<file path="config.mk">
export PLATFORM = sky130hd
export DESIGN_NAME = pipeline_hazard_ctrl_flat
export DESIGN_NICKNAME = d
export VERILOG_FILES = /design/src/rtl/pipeline_hazard_ctrl_pkg.sv /design/src/rtl/pipeline_hazard_ctrl_if.sv /design/src/rtl/pipeline_hazard_ctrl_load_use_detect.sv /design/src/rtl/pipeline_hazard_ctrl.sv /design/src/flat_wrapper.sv
export SDC_FILE = /design/constraint.sdc
export NUM_CORES = 1
export LEC_CHECK = 0
export ABC_AREA = 1
export ABC_CLOCK_PERIOD_IN_PS = 2090
export CAP_MARGIN = 10
export CELL_PAD_IN_SITES_DETAIL_PLACEMENT = 2
export CELL_PAD_IN_SITES_GLOBAL_PLACEMENT = 2
export CORE_ASPECT_RATIO = 0.75
export CORE_UTILIZATION = 25
export DETAILED_ROUTE_END_ITERATION = 7
export PLACE_DENSITY_LB_ADDON = 0.3
export SETUP_SLACK_MARGIN = 0.05
export SYNTH_ARGS = -nofsm -noshare
export SYNTH_HDL_FRONTEND = slang
export SYNTH_SLANG_ARGS = --single-unit
</file>
<file path="constraint.sdc">
create_clock -name clk -period 2.09 [get_ports clk]
set_input_delay 0.418 -clock clk [delete_from_list [all_inputs] [get_ports clk]]
set_output_delay 0.418 -clock clk [all_outputs]
set_load 0.01 [all_outputs]
</file>
<file path="src/rtl/pipeline_hazard_ctrl_pkg.sv">
// Shared types and constants for the pipeline hazard controller.
package pipeline_hazard_ctrl_pkg;

   typedef enum logic [1:0] {
      RUN      = 2'd0,
      MEM_WAIT = 2'd1,
      REDIRECT = 2'd2
   } hazard_state_e;

   localparam logic [31:0] NOP_INSTR = 32'h0;
   localparam logic [4:0]  REG_X0    = 5'd0;

   function automatic logic reg_match(input logic used, input logic [4:0] rs, input logic [4:0] rd);
      return used && (rs == rd);
   endfunction

endpackage

</file>
<file path="src/rtl/pipeline_hazard_ctrl_if.sv">
// Hazard controller signal bundle: pipeline status in, stall/flush controls out.
interface pipeline_hazard_ctrl_if #(
   parameter int CNT_W = 32
);
   logic [4:0]       id_rs1;
   logic [4:0]       id_rs2;
   logic             id_rs1_used;
   logic             id_rs2_used;
   logic [4:0]       ex_rd;
   logic             ex_mem_read;
   logic             ex_branch_taken;
   logic             dmem_req;
   logic             dmem_ready;
   logic             pc_stall;
   logic             if_id_stall;
   logic             if_id_flush;
   logic             id_ex_stall;
   logic             id_ex_flush;
   logic             ex_mem_stall;
   logic             mem_wb_flush;
   logic [CNT_W-1:0] stall_cnt;

   modport master (
      output id_rs1, id_rs2, id_rs1_used, id_rs2_used, ex_rd, ex_mem_read,
             ex_branch_taken, dmem_req, dmem_ready,
      input  pc_stall, if_id_stall, if_id_flush, id_ex_stall, id_ex_flush,
             ex_mem_stall, mem_wb_flush, stall_cnt
   );

   modport slave (
      input  id_rs1, id_rs2, id_rs1_used, id_rs2_used, ex_rd, ex_mem_read,
             ex_branch_taken, dmem_req, dmem_ready,
      output pc_stall, if_id_stall, if_id_flush, id_ex_stall, id_ex_flush,
             ex_mem_stall, mem_wb_flush, stall_cnt
   );
endinterface

</file>
<file path="src/rtl/pipeline_hazard_ctrl_load_use_detect.sv">
// Combinational load-use detector: a load in EX whose destination is read by the instruction in ID.
module load_use_detect
   import pipeline_hazard_ctrl_pkg::*;
(
   input  logic [4:0] id_rs1,
   input  logic [4:0] id_rs2,
   input  logic       id_rs1_used,
   input  logic       id_rs2_used,
   input  logic [4:0] ex_rd,
   input  logic       ex_mem_read,
   output logic       load_use
);

   // x0 is hard-wired to zero, so writing it never creates a dependency.
   always_comb begin
      load_use = ex_mem_read && (ex_rd != REG_X0) &&
                 (reg_match(id_rs1_used, id_rs1, ex_rd) || reg_match(id_rs2_used, id_rs2, ex_rd));
   end

endmodule

</file>
<file path="src/rtl/pipeline_hazard_ctrl.sv">
// Central stall/flush controller for the 5-stage pipeline: memory waits, branch redirects, load-use.
module pipeline_hazard_ctrl
   import pipeline_hazard_ctrl_pkg::*;
#(
   parameter int FLUSH_CYCLES = 1,
   parameter int CNT_W        = 32
) (
   input  logic                  clk,
   input  logic                  rst_n,
   pipeline_hazard_ctrl_if.slave hz
);

   localparam int              FC_W      = (FLUSH_CYCLES > 1) ? $clog2(FLUSH_CYCLES) : 1;
   localparam logic [FC_W-1:0] FC_RELOAD = FC_W'(FLUSH_CYCLES - 1);
   localparam bit              MULTI_FLUSH = (FLUSH_CYCLES > 1);

   hazard_state_e    state_q, state_d;
   logic [FC_W-1:0]  flush_cnt_q, flush_cnt_d;
   logic [CNT_W-1:0] stall_cnt_q, stall_cnt_d;

   logic mem_wait;
   logic load_use;
   logic pc_stall, if_id_stall, if_id_flush, id_ex_stall, id_ex_flush, ex_mem_stall, mem_wb_flush;
   logic if_id_stall_raw, id_ex_stall_raw;

   load_use_detect u_load_use_detect (
      .id_rs1      (hz.id_rs1),
      .id_rs2      (hz.id_rs2),
      .id_rs1_used (hz.id_rs1_used),
      .id_rs2_used (hz.id_rs2_used),
      .ex_rd       (hz.ex_rd),
      .ex_mem_read (hz.ex_mem_read),
      .load_use    (load_use)
   );

   assign mem_wait = hz.dmem_req && !hz.dmem_ready;

   always_comb begin
      state_d         = state_q;
      flush_cnt_d     = flush_cnt_q;
      pc_stall        = 1'b0;
      if_id_stall_raw = 1'b0;
      if_id_flush     = 1'b0;
      id_ex_stall_raw = 1'b0;
      id_ex_flush     = 1'b0;
      ex_mem_stall    = 1'b0;
      mem_wb_flush    = 1'b0;

      if (mem_wait) begin
         // A branch sitting in EX is frozen along with everything else and acted on after release.
         pc_stall        = 1'b1;
         if_id_stall_raw = 1'b1;
         id_ex_stall_raw = 1'b1;
         ex_mem_stall    = 1'b1;
         mem_wb_flush    = 1'b1;
         state_d         = MEM_WAIT;
      end else if (hz.ex_branch_taken) begin
         if_id_flush = 1'b1;
         id_ex_flush = 1'b1;
         if (MULTI_FLUSH) begin
            state_d     = REDIRECT;
            flush_cnt_d = FC_RELOAD;
         end else begin
            state_d     = RUN;
         end
      end else if (state_q == REDIRECT) begin
         if_id_flush = 1'b1;
         flush_cnt_d = flush_cnt_q - FC_W'(1);
         if (flush_cnt_q == FC_W'(1)) begin
            state_d = RUN;
         end
      end else if (load_use) begin
         pc_stall        = 1'b1;
         if_id_stall_raw = 1'b1;
         id_ex_flush     = 1'b1;
         state_d         = RUN;
      end else begin
         state_d = RUN;
      end
   end

   // A register is never told to hold and to clear in the same cycle; clearing takes precedence.
   assign if_id_stall = if_id_stall_raw && !if_id_flush;
   assign id_ex_stall = id_ex_stall_raw && !id_ex_flush;

   always_comb begin
      stall_cnt_d = stall_cnt_q;
      if (pc_stall && (stall_cnt_q != {CNT_W{1'b1}})) begin
         stall_cnt_d = stall_cnt_q + CNT_W'(1);
      end
   end

   always_ff @(posedge clk or negedge rst_n) begin
      if (!rst_n) begin
         state_q     <= RUN;
         flush_cnt_q <= '0;
         stall_cnt_q <= '0;
      end else begin
         state_q     <= state_d;
         flush_cnt_q <= flush_cnt_d;
         stall_cnt_q <= stall_cnt_d;
      end
   end

   assign hz.pc_stall     = pc_stall;
   assign hz.if_id_stall  = if_id_stall;
   assign hz.if_id_flush  = if_id_flush;
   assign hz.id_ex_stall  = id_ex_stall;
   assign hz.id_ex_flush  = id_ex_flush;
   assign hz.ex_mem_stall = ex_mem_stall;
   assign hz.mem_wb_flush = mem_wb_flush;
   assign hz.stall_cnt    = stall_cnt_q;

endmodule

</file>
<file path="src/flat_wrapper.sv">
// flat-port wrapper written by rule: the top's interface ports become plain ports
module pipeline_hazard_ctrl_flat import pipeline_hazard_ctrl_pkg::*;
#(
   parameter int FLUSH_CYCLES = 1,
   parameter int CNT_W        = 32
)
  (clk, rst_n, hz_id_rs1, hz_id_rs2, hz_id_rs1_used, hz_id_rs2_used, hz_ex_rd, hz_ex_mem_read, hz_ex_branch_taken, hz_dmem_req, hz_dmem_ready, hz_pc_stall, hz_if_id_stall, hz_if_id_flush, hz_id_ex_stall, hz_id_ex_flush, hz_ex_mem_stall, hz_mem_wb_flush, hz_stall_cnt);
  pipeline_hazard_ctrl_if #(.CNT_W(CNT_W)) hz_i ();
  input  logic clk;
  input  logic rst_n;
  input wire logic [$bits(hz_i.id_rs1)-1:0] hz_id_rs1;
  input wire logic [$bits(hz_i.id_rs2)-1:0] hz_id_rs2;
  input wire logic [$bits(hz_i.id_rs1_used)-1:0] hz_id_rs1_used;
  input wire logic [$bits(hz_i.id_rs2_used)-1:0] hz_id_rs2_used;
  input wire logic [$bits(hz_i.ex_rd)-1:0] hz_ex_rd;
  input wire logic [$bits(hz_i.ex_mem_read)-1:0] hz_ex_mem_read;
  input wire logic [$bits(hz_i.ex_branch_taken)-1:0] hz_ex_branch_taken;
  input wire logic [$bits(hz_i.dmem_req)-1:0] hz_dmem_req;
  input wire logic [$bits(hz_i.dmem_ready)-1:0] hz_dmem_ready;
  output wire logic [$bits(hz_i.pc_stall)-1:0] hz_pc_stall;
  output wire logic [$bits(hz_i.if_id_stall)-1:0] hz_if_id_stall;
  output wire logic [$bits(hz_i.if_id_flush)-1:0] hz_if_id_flush;
  output wire logic [$bits(hz_i.id_ex_stall)-1:0] hz_id_ex_stall;
  output wire logic [$bits(hz_i.id_ex_flush)-1:0] hz_id_ex_flush;
  output wire logic [$bits(hz_i.ex_mem_stall)-1:0] hz_ex_mem_stall;
  output wire logic [$bits(hz_i.mem_wb_flush)-1:0] hz_mem_wb_flush;
  output wire logic [$bits(hz_i.stall_cnt)-1:0] hz_stall_cnt;
  assign hz_i.id_rs1 = hz_id_rs1;
  assign hz_i.id_rs2 = hz_id_rs2;
  assign hz_i.id_rs1_used = hz_id_rs1_used;
  assign hz_i.id_rs2_used = hz_id_rs2_used;
  assign hz_i.ex_rd = hz_ex_rd;
  assign hz_i.ex_mem_read = hz_ex_mem_read;
  assign hz_i.ex_branch_taken = hz_ex_branch_taken;
  assign hz_i.dmem_req = hz_dmem_req;
  assign hz_i.dmem_ready = hz_dmem_ready;
  assign hz_pc_stall = hz_i.pc_stall;
  assign hz_if_id_stall = hz_i.if_id_stall;
  assign hz_if_id_flush = hz_i.if_id_flush;
  assign hz_id_ex_stall = hz_i.id_ex_stall;
  assign hz_id_ex_flush = hz_i.id_ex_flush;
  assign hz_ex_mem_stall = hz_i.ex_mem_stall;
  assign hz_mem_wb_flush = hz_i.mem_wb_flush;
  assign hz_stall_cnt = hz_i.stall_cnt;
  pipeline_hazard_ctrl #(.FLUSH_CYCLES(FLUSH_CYCLES), .CNT_W(CNT_W)) u_core (.clk(clk), .rst_n(rst_n), .hz(hz_i));
endmodule
</file>
* Word level (Yosys, flattened, before mapping)
Index checks and enable logic that the tools add are counted. Widths: inputs -> output; s select.
Word-level totals: logic and storage cells 40, register bits after elaboration 35, output and inout port bits 39, bits of input ports 23
Operators by class: eq/ne operators 5, bitwise gates (word level) 2, mux-type cells 14, reductions and logical operators 14, add/sub/neg operators 2
Operators with widths (number):
- $add 32x1->32 const B | 1
- $ne 32x32->1 const B | 1
- $eq 5x5->1 | 2
- $mux 1 | 10
- $logic_and 1x1->1 | 8
- $mux 2 | 4
- $reduce_bool 5->1 | 1
- $ne 4x2->1 const B | 1
- $logic_not 1->1 | 3
- $reduce_and 3->1 | 1
- $eq 2x2->1 const B | 1
- $not 1->1 | 2
- $logic_or 1x1->1 | 1
- $sub 1x1->1 const B | 1

* Logic depth before layout (Yosys ltp)
word-level depth 10, mapped depth 12, gate-level depth less buffers 12

* Hierarchy
Synthesis repeated with hierarchy kept, for this count alone.
Second synthesis, totals: cells, all modules 414, area, all modules 2436.1 um^2
Modules (own cells, without submodules):
- pipeline_hazard_ctrl | instances 1, cells each 359, area an instance 2219.6 um^2, sequential area each 800.8 um^2
- load_use_detect | instances 1, cells each 55, area an instance 216.5 um^2, sequential area each 0.0 um^2

* Worst setup path after synthesis
No wires, ideal clock.
path type register to register, start point reg u_core.stall_cnt_q[0] (netlist: u_core.hz.stall_cnt[0]), end point reg u_core.stall_cnt_q[2] (netlist: u_core.hz.stall_cnt[2]), path buffers 2, slack 0.405 ns, setup time 0.117 ns, stages on the path, launching flop included 11, data arrival time 1.568 ns, data required time 1.973 ns, period minus slack after synthesis 1.685 ns, path through dfrtp_1 > ha_1 > nand3_2 > nor2_4 > nand2_2 > nor2_4 > nand3_2 > buf_6 > buf_6 > nand3_1 > nand2_1
On the way: cells in the longest elaborated chain, start to end 2, elaborated cells on any way between the ends 3, those cells by class add/sub (1); eq/ne (1); reduce/logical (1)
RTL lines:
- from (decl) | RTL line pipeline_hazard_ctrl.sv:19 | logic [CNT_W-1:0] stall_cnt_q, stall_cnt_d;
- from (signal assigned) | RTL line pipeline_hazard_ctrl.sv:101 | stall_cnt_q <= stall_cnt_d;
- parallel branches: the longest is 2 deep, another holds $add 32x1->32
Several ways; the timed one is not identified. A chain may end at the register's enable or synchronous reset.

* Final worst setup path
start point in hz_dmem_req, end point out hz_if_id_flush
On the way: cells in the longest elaborated chain, start to end 2
RTL lines:
- from (decl) | RTL line flat_wrapper.sv:18 | input wire logic [$bits(hz_i.dmem_req)-1:0] hz_dmem_req;
- $logic_and 1x1->1 | RTL line pipeline_hazard_ctrl.sv:36 | assign mem_wait = hz.dmem_req && !hz.dmem_ready;
- $mux 1 | RTL line pipeline_hazard_ctrl.sv:49 | if (mem_wait) begin
- to (decl) | RTL line flat_wrapper.sv:22 | output wire logic [$bits(hz_i.if_id_flush)-1:0] hz_if_id_flush;
Every way passes these cells.

==> results.toml <==
[run_status]
status = "complete, no violations"

[finish]
diodes = 0
layout-drive-gt1-share_pct = 11.3
fillers = 1140
syn2layout_area_growth_pct = 41.2
layout.nets = 486
largest_register_ff_count = 32
finish.utilization_pct = 37.0

[placement]
port_buffers = 61
pre_cts_ws_ps = -538
gp_congestion = 0.786
dp_hpwl_um = 6870

[grt]
grtUsageTotal_pct = 19.0
grt_max_degree = 40
grt_pass1_wl_um = 14900
antenna_found_initial = 0
grt_pass1_vias = 2919
grt_overflow_total = 0

[sta]
finalSetupViolations = 0
worst_slew_pin_slew_ps = 441
period_needed_ps = 1930
max_freq_mhz = 519
slew_violations = 0
min_period_over_period_pct = 92.3
hold_viol_final = 0
fin_skew_ps = 4.56
rsz0062_at_grt = "true"
whs_ps = 566
worst_slack_ps = 162
slew-limit-headroom_pct = 70.6

[cts]
cts.clk_slew.worst_paths_ps = 50
cts-htree-levels = 2
clock-sinks = 32
cts_buffer_depth = 2
cts_tree = "yes"
cts_buffers = 5
cts_root_buf = "clkbuf_16"
worst_skew_pair.late_latency_ps = 280

[setup_path]
crit_arrival_ps = 1510
startpoint_type = "primary input"
end_kind = "output port"
crit_required_ps = 1670
critPathKind = "in2out"
crit_fanout = 4

[die]
die_y_um = 87.1
ios = 62
start_util_pct = 26.2
die_area_sq_um = 10100
rows = 30
core_sq_um = 9200
die_x_um = 115

[route]
drt_iter0_drc = 76
drtAntennaViolNets = 0
num_vias = 2755
wl_um = 8910
post_drt_wl_per_cell_um = 15.1
vias_per_cell = 4.67
drt_pass1_iterations = 4
drc = 0

[power]
p_leak_nw = 1.67
peakVddDrop_v = 0.000263
total_power_mw = 1.85
powerDensity_nw_per_um2 = 542

[synth]
syn-num-nets = 412
avgSynthCellArea_sq_um = 6.22
async_reset_ff_share_pct = 100
yosysWarnings = 0
syn_area_sq_um = 2410
synth_cells = 388
synth_cell_types = 23
synthTopCellsByCount = "171 x nand2_1, 46 x nor2_1, 39 x nand3_1"
synthFlopType = "dfrtp_1"
yosysSeqAreaShare_pct = 33.2
synth_area_leaders = "dfrtp_1 33%, nand2_1 27%, nand3_1 8.1%"
synth_top_area_share_pct = 33.2
yosysMostFrequentCell = "nand2_1"
synth-seq-cells = 32
synth-edff-count = 0
yosys.area.top_type = "dfrtp_1"

[flow_run]
maxCapViolations = 0

[min_path]
hold_class = "in2async"
==> cell families after synthesis <==
| logic type | synth area share, % |
|---|---|
| simple gates | 50.5 |
| xor+xnor | 5.81 |
| buf+inv | 9.54 |
| flops | 33.2 |
| fa+ha+maj | 0.519 |
| compound gates | 0.415 |
==> repair_timing <==
action,in CTS,in global routing
hold buffers,0,0
pin swaps,9,9
buffers inserted,0,3
setup endpoints to repair,39,35
resized for setup,36,12
==> cell usage in the layout (no fill, tap or decap), types with 8 or more instances in the layout <==
| cell | Yosys | routed |
|---|---|---|
| nand2_1 | 171 | 168 |
| nor2_1 | 46 | 42 |
| clkdlybuf4s50_1 | 0 | 38 |
| inv_1 | 38 | 37 |
| nand3_1 | 39 | 37 |
| dfrtp_1 | 32 | 32 |
| dlygate4sd2_1 | 0 | 16 |
| buf_4 | 3 | 14 |
| xor2_1 | 11 | 11 |
| nand4_1 | 8 | 8 |
==> worst max-delay path, stage by stage <==
cell and delay, ps:
clkdlybuf4s50_1 450, inv_1 50, nor2_1 120, buf_4 150
nor2_1 40, dlygate4sd2_1 280
==> area by class of cell <==
class	count	area (sq um)	share of cell area, %
inverter	41	154	4.52
tap	128	160	4.70
clock buffer	7	153	4.48
timing repair buffer	77	717	21.0
sequential	32	801	23.5
multi-input combinational	305	1420	41.8
==> through the flow <==
step	cell area [sq um]	instances	setup TNS, ps
final	3410	590	0
after global routing	3410	590	0
after CTS	3350	587	0
after detailed placement	3220	580	-13710
after global placement	3220	580	-9720
after floorplan	2410	388	0
==> metal layers <==
layer / global-route usage [%] / wire [um]
met1: 24.5 / 4340
met5: 0 / 0
met2: 33.3 / 4170
met3: 3.34 / 300
met4: 3.66 / 104
==> worst paths after layout <==
kind / end / slack, ps / cells past startpoint / from
max: hz_if_id_flush / 160 / 6 / hz_dmem_req
min: u_core.hz.stall_cnt[11] / 570 / 2 / rst_n
max reg2reg: u_core.hz.stall_cnt[20] / 220 / 12 / u_core.hz.stall_cnt[0]
min reg2reg: u_core.hz.stall_cnt[4] / 570 / 2 / u_core.hz.stall_cnt[4]
max in group asynchronous: u_core.hz.stall_cnt[29] / 1210 / 2 / rst_n
min in group clk: u_core.hz.stall_cnt[4] / 570 / 2 / u_core.hz.stall_cnt[4]
==> where the power goes <==
group	internal (mW)	switching [mW]
Clock	0.500	0.266
Combinational	0.189	0.195
Sequential	0.654	0.0434
Power figures use the tool's default switching activity.
